===== src/rtl/prog_cntr_pkg.sv =====
// Shared defaults and encodings for the programmable modulus counter.
// Also provides the parameter legality check used at elaboration.
package prog_cntr_pkg;

    localparam int unsigned     DEF_BITS     = 8;
    localparam longint unsigned DEF_MODULUS  = 64'd1 << DEF_BITS;
    localparam int unsigned     DEF_PRESCALE = 1;

    // Direction and boundary-mode encodings for the up and sat inputs
    localparam logic UP   = 1'b1;
    localparam logic DOWN = 1'b0;
    localparam logic SAT  = 1'b1;
    localparam logic WRAP = 1'b0;

    function automatic logic params_ok(input int unsigned     bits,
                                       input longint unsigned modulus,
                                       input int unsigned     prescale);
        return (bits >= 1) && (bits <= 32) &&
               (modulus >= 2) && (modulus <= (64'd1 << bits)) &&
               (prescale >= 1) && (prescale <= 65535);
    endfunction

endpackage


===== src/rtl/prog_cntr_prescaler.sv =====
// cntr_prescaler: counts enabled cycles and ticks on every PRESCALE-th one.
// Only instantiated by prog_cntr when PROG_CNTR_PRESCALE_EN is defined.
module cntr_prescaler
    import prog_cntr_pkg::*;
#(
    parameter int unsigned PRESCALE = DEF_PRESCALE
) (
    input  logic clk,
    input  logic reset,
    input  logic clr,
    input  logic enable,
    output logic tick
);

    localparam int unsigned W = (PRESCALE > 1) ? $clog2(PRESCALE) : 1;
    localparam logic [W-1:0] LAST = W'(PRESCALE - 1);

    logic [W-1:0] r_cnt;
    logic [W-1:0] w_cnt_nxt;
    logic         w_last;

    assign w_last = (r_cnt == LAST);
    assign tick   = enable && w_last;

    always_comb begin
        w_cnt_nxt = r_cnt;
        if (clr) begin
            w_cnt_nxt = '0;
        end else if (enable) begin
            w_cnt_nxt = w_last ? '0 : r_cnt + W'(1);
        end
    end

    always_ff @(posedge clk or negedge reset) begin
        if (!reset) begin
            r_cnt <= '0;
        end else begin
            r_cnt <= w_cnt_nxt;
        end
    end

endmodule


===== src/rtl/prog_cntr.sv =====
// prog_cntr: up/down modulus counter with wrap or saturate boundary behaviour.
// Define PROG_CNTR_PRESCALE_EN to insert a PRESCALE-cycle prescaler on the step path.
module prog_cntr
    import prog_cntr_pkg::*;
#(
    parameter int unsigned     BITS     = DEF_BITS,
    parameter longint unsigned MODULUS  = 64'd1 << BITS,
    parameter int unsigned     PRESCALE = DEF_PRESCALE
) (
    input  logic            clk,
    input  logic            reset,
    input  logic            clear,
    input  logic            load,
    input  logic [BITS-1:0] load_val,
    input  logic            enable,
    input  logic            up,
    input  logic            sat,
    output logic [BITS-1:0] q,
    output logic            full,
    output logic            empty,
    output logic            tc,
    output logic            sat_hit
);

    if (!params_ok(BITS, MODULUS, PRESCALE)) begin : g_bad_params
        $error("prog_cntr: illegal BITS/MODULUS/PRESCALE combination");
    end

    localparam logic [BITS-1:0] MAX_Q = BITS'(MODULUS - 64'd1);

    logic [BITS-1:0] r_q;
    logic            r_tc;
    logic            r_sat_hit;
    logic [BITS-1:0] w_q_nxt;
    logic            w_tc_nxt;
    logic            w_sat_hit_nxt;
    logic            w_tick;
    logic            w_step;
    logic            w_at_max;
    logic            w_at_zero;

`ifdef PROG_CNTR_PRESCALE_EN
    logic w_pre_clr;
    assign w_pre_clr = clear | load;

    cntr_prescaler #(
        .PRESCALE (PRESCALE)
    ) u_prescaler (
        .clk    (clk),
        .reset  (reset),
        .clr    (w_pre_clr),
        .enable (enable),
        .tick   (w_tick)
    );
`else
    assign w_tick = 1'b1;
`endif

    assign w_at_max  = (r_q == MAX_Q);
    assign w_at_zero = (r_q == '0);
    assign w_step    = enable && w_tick && !clear && !load;

    always_comb begin
        w_q_nxt       = r_q;
        w_tc_nxt      = 1'b0;
        w_sat_hit_nxt = r_sat_hit;
        if (clear) begin
            w_q_nxt       = '0;
            w_sat_hit_nxt = 1'b0;
        end else if (load) begin
            // Out-of-range load values clamp to the top of the count range
            w_q_nxt       = (load_val > MAX_Q) ? MAX_Q : load_val;
            w_sat_hit_nxt = 1'b0;
        end else if (w_step) begin
            if (up == UP) begin
                if (!w_at_max) begin
                    w_q_nxt = r_q + BITS'(1);
                end else if (sat == SAT) begin
                    w_sat_hit_nxt = 1'b1;
                end else begin
                    w_q_nxt  = '0;
                    w_tc_nxt = 1'b1;
                end
            end else begin
                if (!w_at_zero) begin
                    w_q_nxt = r_q - BITS'(1);
                end else if (sat == SAT) begin
                    w_sat_hit_nxt = 1'b1;
                end else begin
                    w_q_nxt  = MAX_Q;
                    w_tc_nxt = 1'b1;
                end
            end
        end
    end

    always_ff @(posedge clk or negedge reset) begin
        if (!reset) begin
            r_q       <= '0;
            r_tc      <= 1'b0;
            r_sat_hit <= 1'b0;
        end else begin
            r_q       <= w_q_nxt;
            r_tc      <= w_tc_nxt;
            r_sat_hit <= w_sat_hit_nxt;
        end
    end

    assign q       = r_q;
    assign tc      = r_tc;
    assign sat_hit = r_sat_hit;
    assign full    = w_at_max;
    assign empty   = w_at_zero;

endmodule

===== config.mk =====
export PLATFORM = sky130hd
export DESIGN_NAME = prog_cntr
export DESIGN_NICKNAME = d
export VERILOG_FILES = /design/src/rtl/prog_cntr_pkg.sv /design/src/rtl/prog_cntr_prescaler.sv /design/src/rtl/prog_cntr.sv
export SDC_FILE = /design/constraint.sdc
export NUM_CORES = 1
export LEC_CHECK = 0
export ABC_AREA = 1
export CORE_MARGIN = 2
export CORE_UTILIZATION = 48
export DETAILED_ROUTE_END_ITERATION = 16
export GPL_ROUTABILITY_DRIVEN = 0
export HOLD_SLACK_MARGIN = 0.12
export PLACE_DENSITY = 0.79
export SLEW_MARGIN = 20
export SYNTH_ARGS = -nofsm -noshare
export SYNTH_HDL_FRONTEND = slang
export SYNTH_SLANG_ARGS = --single-unit
export TNS_END_PERCENT = 10

===== constraint.sdc =====
create_clock -name clk -period 2.1 [get_ports clk]
set_input_delay 0.63 -clock clk [delete_from_list [all_inputs] [get_ports clk]]
set_output_delay 0.63 -clock clk [all_outputs]
set_load 0.1 [all_outputs]

## Yosys cells after proc, flatten, opt, wreduce, memory -nomap -nowiden

Cells that the tools add are included.

- Register bits after elaboration: 10
- Bits in latches: 0
- RAM bits: 0
- Memory bits (read-only): 0
- Input port bits: 15
- Output and inout port bits: 12
- Word-level logic and storage cells: 42
- Memories kept: 0

- Add/subtract/negate cells: 2
- $mul: 0
- Div/mod/pow operators: 0
- Magnitude comparators: 1
- Equal/unequal tests: 4
- Shifts and indexed selects: 0
- Mux-type cells: 23
- Bitwise logic cells: 0
- Reduce and logical (&&, ||, !) cells: 9

Operator list:

| cell | number |
|---|---|
| $mux 8 | 9 |
| $mux 1 | 14 |
| $ne 5x5->1 const B | 2 |
| $add 8x1->8 const B | 1 |
| $eq 8x8->1 const B | 1 |
| $gt 8x8->1 const B | 1 |
| $logic_not 8->1 | 1 |
| $sub 8x1->8 const B | 1 |
| $reduce_and 3->1 | 2 |
| $ne 4x3->1 const B | 1 |
| $reduce_bool 4->1 | 1 |
| $reduce_bool 3->1 | 1 |
| $logic_and 1x1->1 | 2 |
| $logic_not 1->1 | 2 |

## Logic depth before layout (Yosys ltp)

- Depth in word-level cells: 6
- Gate-level depth with buffers: 11
- Depth with buffers taken out: 11

## Worst setup path before layout

No wires, ideal clock.

- Path kind: flip-flop to output port
- From: register r_q[1] (netlist: q[1])
- To: output full
- Arrival time: 2.216 ns
- Data required time: 1.470 ns
- Path slack: -0.746 ns
- Cell stages (with the launch flop): 6
- Path buffers: 0
- Cells stage by stage: dfrtp_1 -> ha_1 -> nand2_1 -> nor2_4 -> nand2_4 -> inv_1

- Longest elaborated chain between the ends: 1

RTL lines:

| what | RTL line | source |
|---|---|---|
| start: declaration | prog_cntr.sv:31 | `logic [BITS-1:0] r_q;` |
| start signal: assignment | prog_cntr.sv:103 | `r_q <= w_q_nxt;` |
| $eq 8x8->1 | prog_cntr.sv:59 | `assign w_at_max = (r_q == MAX_Q);` |
| end: declaration | prog_cntr.sv:19 | `output logic full,` |

No other way between the ends.

## Worst setup path in the final report

- From: register r_q[0] (netlist: q[0])
- To: output full

The elaborated chain is that of the path after synthesis.

==> results.py <==
metrics = {
    "drt": {
        "ant_nets": 0,
        "viasPerCell": 5.42,
        "drtIter0Drc": 53,
        "routedWlPerCell_um": 13.6,
        "first_pass_iters": 4,
        "vias": 1301,
        "routed_wl_um": 3270,
        "drc": 0,
    },
    "layout": {
        "drive_above_1_share": 0.272,
        "nNetsFinal": 232,
        "n_antenna_cell": 0,
        "instances_no_fill": 240,
        "area_delta_synth_final_pct": 57.2,
    },
    "yosys": {
        "netlist_area_mm2": 0.00103,
        "yosys.area.top_type_share": 0.256,
        "synth_edf_count": 0,
        "synth_common_cells": "nand2_1, nor2_1, nand3_1",
        "ys_ff_latch": 10,
        "synth.area.top_cells": "nand2_1, dfrtp_1, nand3_1",
        "yosysMostFrequentCell": "nand2_1",
        "yosys_warnings": 0,
        "async_flop_share": 1.00,
        "yosysSeqAreaShare": 0.244,
        "synth_cells": 174,
        "synth_nets": 192,
        "syn_avg_cell_area_um2": 5.90,
        "synth_ff_type": "dfrtp_1",
        "synth_cell_types": 24,
        "synth_top_area_cell": "nand2_1",
    },
    "floorplanning": {
        "num_rows": 16,
        "dieArea_mm2": 0.00253,
        "pin_count": 27,
        "die_x_um": 50.3,
        "start_util": 0.518,
        "die_h_um": 50.3,
        "fp.coreArea_mm2": 0.00198,
    },
    "worst_hold_path": {
        "hold_depth": 2,
        "min_from": "q[7]",
        "hold_class": "reg2reg",
        "worst_hold_path.endpoint": "q[7]",
    },
    "critical_path": {
        "r2r_end": "q[5]",
        "r2r_start": "q[1]",
        "timing.reg2reg.setup_slack_ns": 0.35,
        "end_kind": "primary output",
        "crit_path_start_kind": "flop",
        "crit_required_ns": 1.47,
        "path_class": "reg2out",
        "ff2ff_path_depth": 11,
        "cp_max_fo": 3,
        "arrival_ns": 1.46,
    },
    "timing": {
        "hold_slack_ns": 0.594,
        "setup_viol": 0,
        "fmax_mhz": 478,
        "max_slew_margin": 0.680,
        "slew_violations": 0,
        "fin_crit_ns": 2.09,
        "fin_worst_skew_ns": 0.00908,
        "worst_pin_slew_ns": 0.479,
        "finalHoldViolCount": 0,
        "finalCritPeriodShare": 0.997,
        "rsz0062_at_grt": "true",
    },
    "cts": {
        "clk_latency_ns": 0.27,
        "clk_transition_reported_paths_ns": 0.08,
        "htree_levels": 1,
        "cts_buffers": 3,
        "cts.sink_count": 10,
        "cts_tree": "done",
        "clk_path_buf_depth": 2,
        "cts-root-buf": "clkbuf_4",
    },
    "global_route": {
        "grt_overflow": 0,
        "antenna_found_initial": 0,
        "grt_pass1_wl_um": 5240,
        "grt_start_max_net_pins": 16,
        "gr-usage-all-layers": 0.274,
        "first_global_vias": 1212,
    },
    "pwr": {
        "leakagePower_nw": 0.777,
        "powerDensity_mw_per_mm2": 587,
        "vdd_drop_max_v": 0.000623,
    },
    "job": {
        "max-cap-violations": 0,
    },
    "placement": {
        "port_buffers": 26,
        "place_inst": 228,
        "dp_hpwl_um": 2400,
    },
    "status": {
        "status": "finished, final reports clean",
    },
}
report_power, final:
group | leakage [nW] | switching [W] | internal (W) | total [W]
Clock | 0.0210 | 0.0000706 | 0.000105 | 0.000176
Combinational | 0.637 | 0.000308 | 0.000195 | 0.000503
Sequential | 0.119 | 0.0000519 | 0.000218 | 0.000270
Total | 0.777 | 0.000431 | 0.000518 | 0.000949
sequential cells by signal, indices dropped and copies added (netlist names):
register / cells
sat_hit: 1
q: 8
tc: 1
how the worst max path moves through the flow:
stage               startpoint   end  slack, ns  cells after the start
finish                    q[0]  full      0.007                      6
floorplan                 q[4]  q[5]      -0.08                     10
detailed placement       clear  q[5]      -0.02                      8
global route              q[0]  full      -0.03                      6
CTS                       q[0]  full     0.0009                      6
global placement         clear  q[5]       0.06                      8
routing by layer:
metal | share of wire | vias to the layer above | track usage
li1 | - | 620 | -
met1 | 0.38 | 603 | 0.296
met2 | 0.52 | 68 | 0.498
met3 | 0.071 | 10 | 0.0804
met4 | 0.031 | 0 | 0.102
met5 | 0 | - | 0
metrics by stage:
step                      utilization  area (um^2)  setup WS, ns  total power (W)  setup TNS [ns]
after floorplan                     -         1080       -0.0818         0.000577          -0.434
after global placement          0.754         1490        0.0593         0.000727               0
after detailed placement        0.754         1490       -0.0168         0.000740         -0.0168
after CTS                       0.807         1600      0.000906         0.000945               0
after global routing            0.815         1620       -0.0332         0.000997         -0.0559
final                           0.815         1620       0.00716         0.000949               0
area by class of cell:
type / instances / area, um^2
inverter: 15 / 62.6
timing repair buffer: 41 / 493
multi-input combinational: 143 / 717
sequential: 10 / 273
tap: 27 / 33.8
clock buffer: 4 / 36.3
fill: 120 / 367
repair_timing:
item	in CTS	in global routing
gates resized for setup	6	0
endpoints found under the setup margin	2	2
pin swaps	2	2
buffers inserted	6	2
hold buffers	0	0
critical path, stage by stage (launching register included):
cell and delay (ns):
dfrtp_4 0.53, ha_4 0.19, nand2_4 0.08, nor2_4 0.04, nand2_4 0.08, clkinvlp_4 0.11
buf_12 0.17
cell usage in the layout (no fill, tap or decap), types with 3 or more instances in the layout:
cell type and instances:
clkbuf_4 3, nand3_1 17, nor2_4 3, inv_1 11, o21ai_0 8, buf_12 12, nor2_2 3, clkdlybuf4s50_1 14
o21ai_1 4, nand2_1 69, nor2_1 24, dfrtp_4 5, dfrtp_2 3, buf_4 15
kinds of logic after synthesis:
group	count (synthesis)	synth area share
simple gates	125	0.525
buf+inv	21	0.0999
compound gates	14	0.0865
flops	10	0.244
fa+ha+maj	3	0.0365
xor+xnor	1	0.00853
Power figures use the tool's default switching activity.
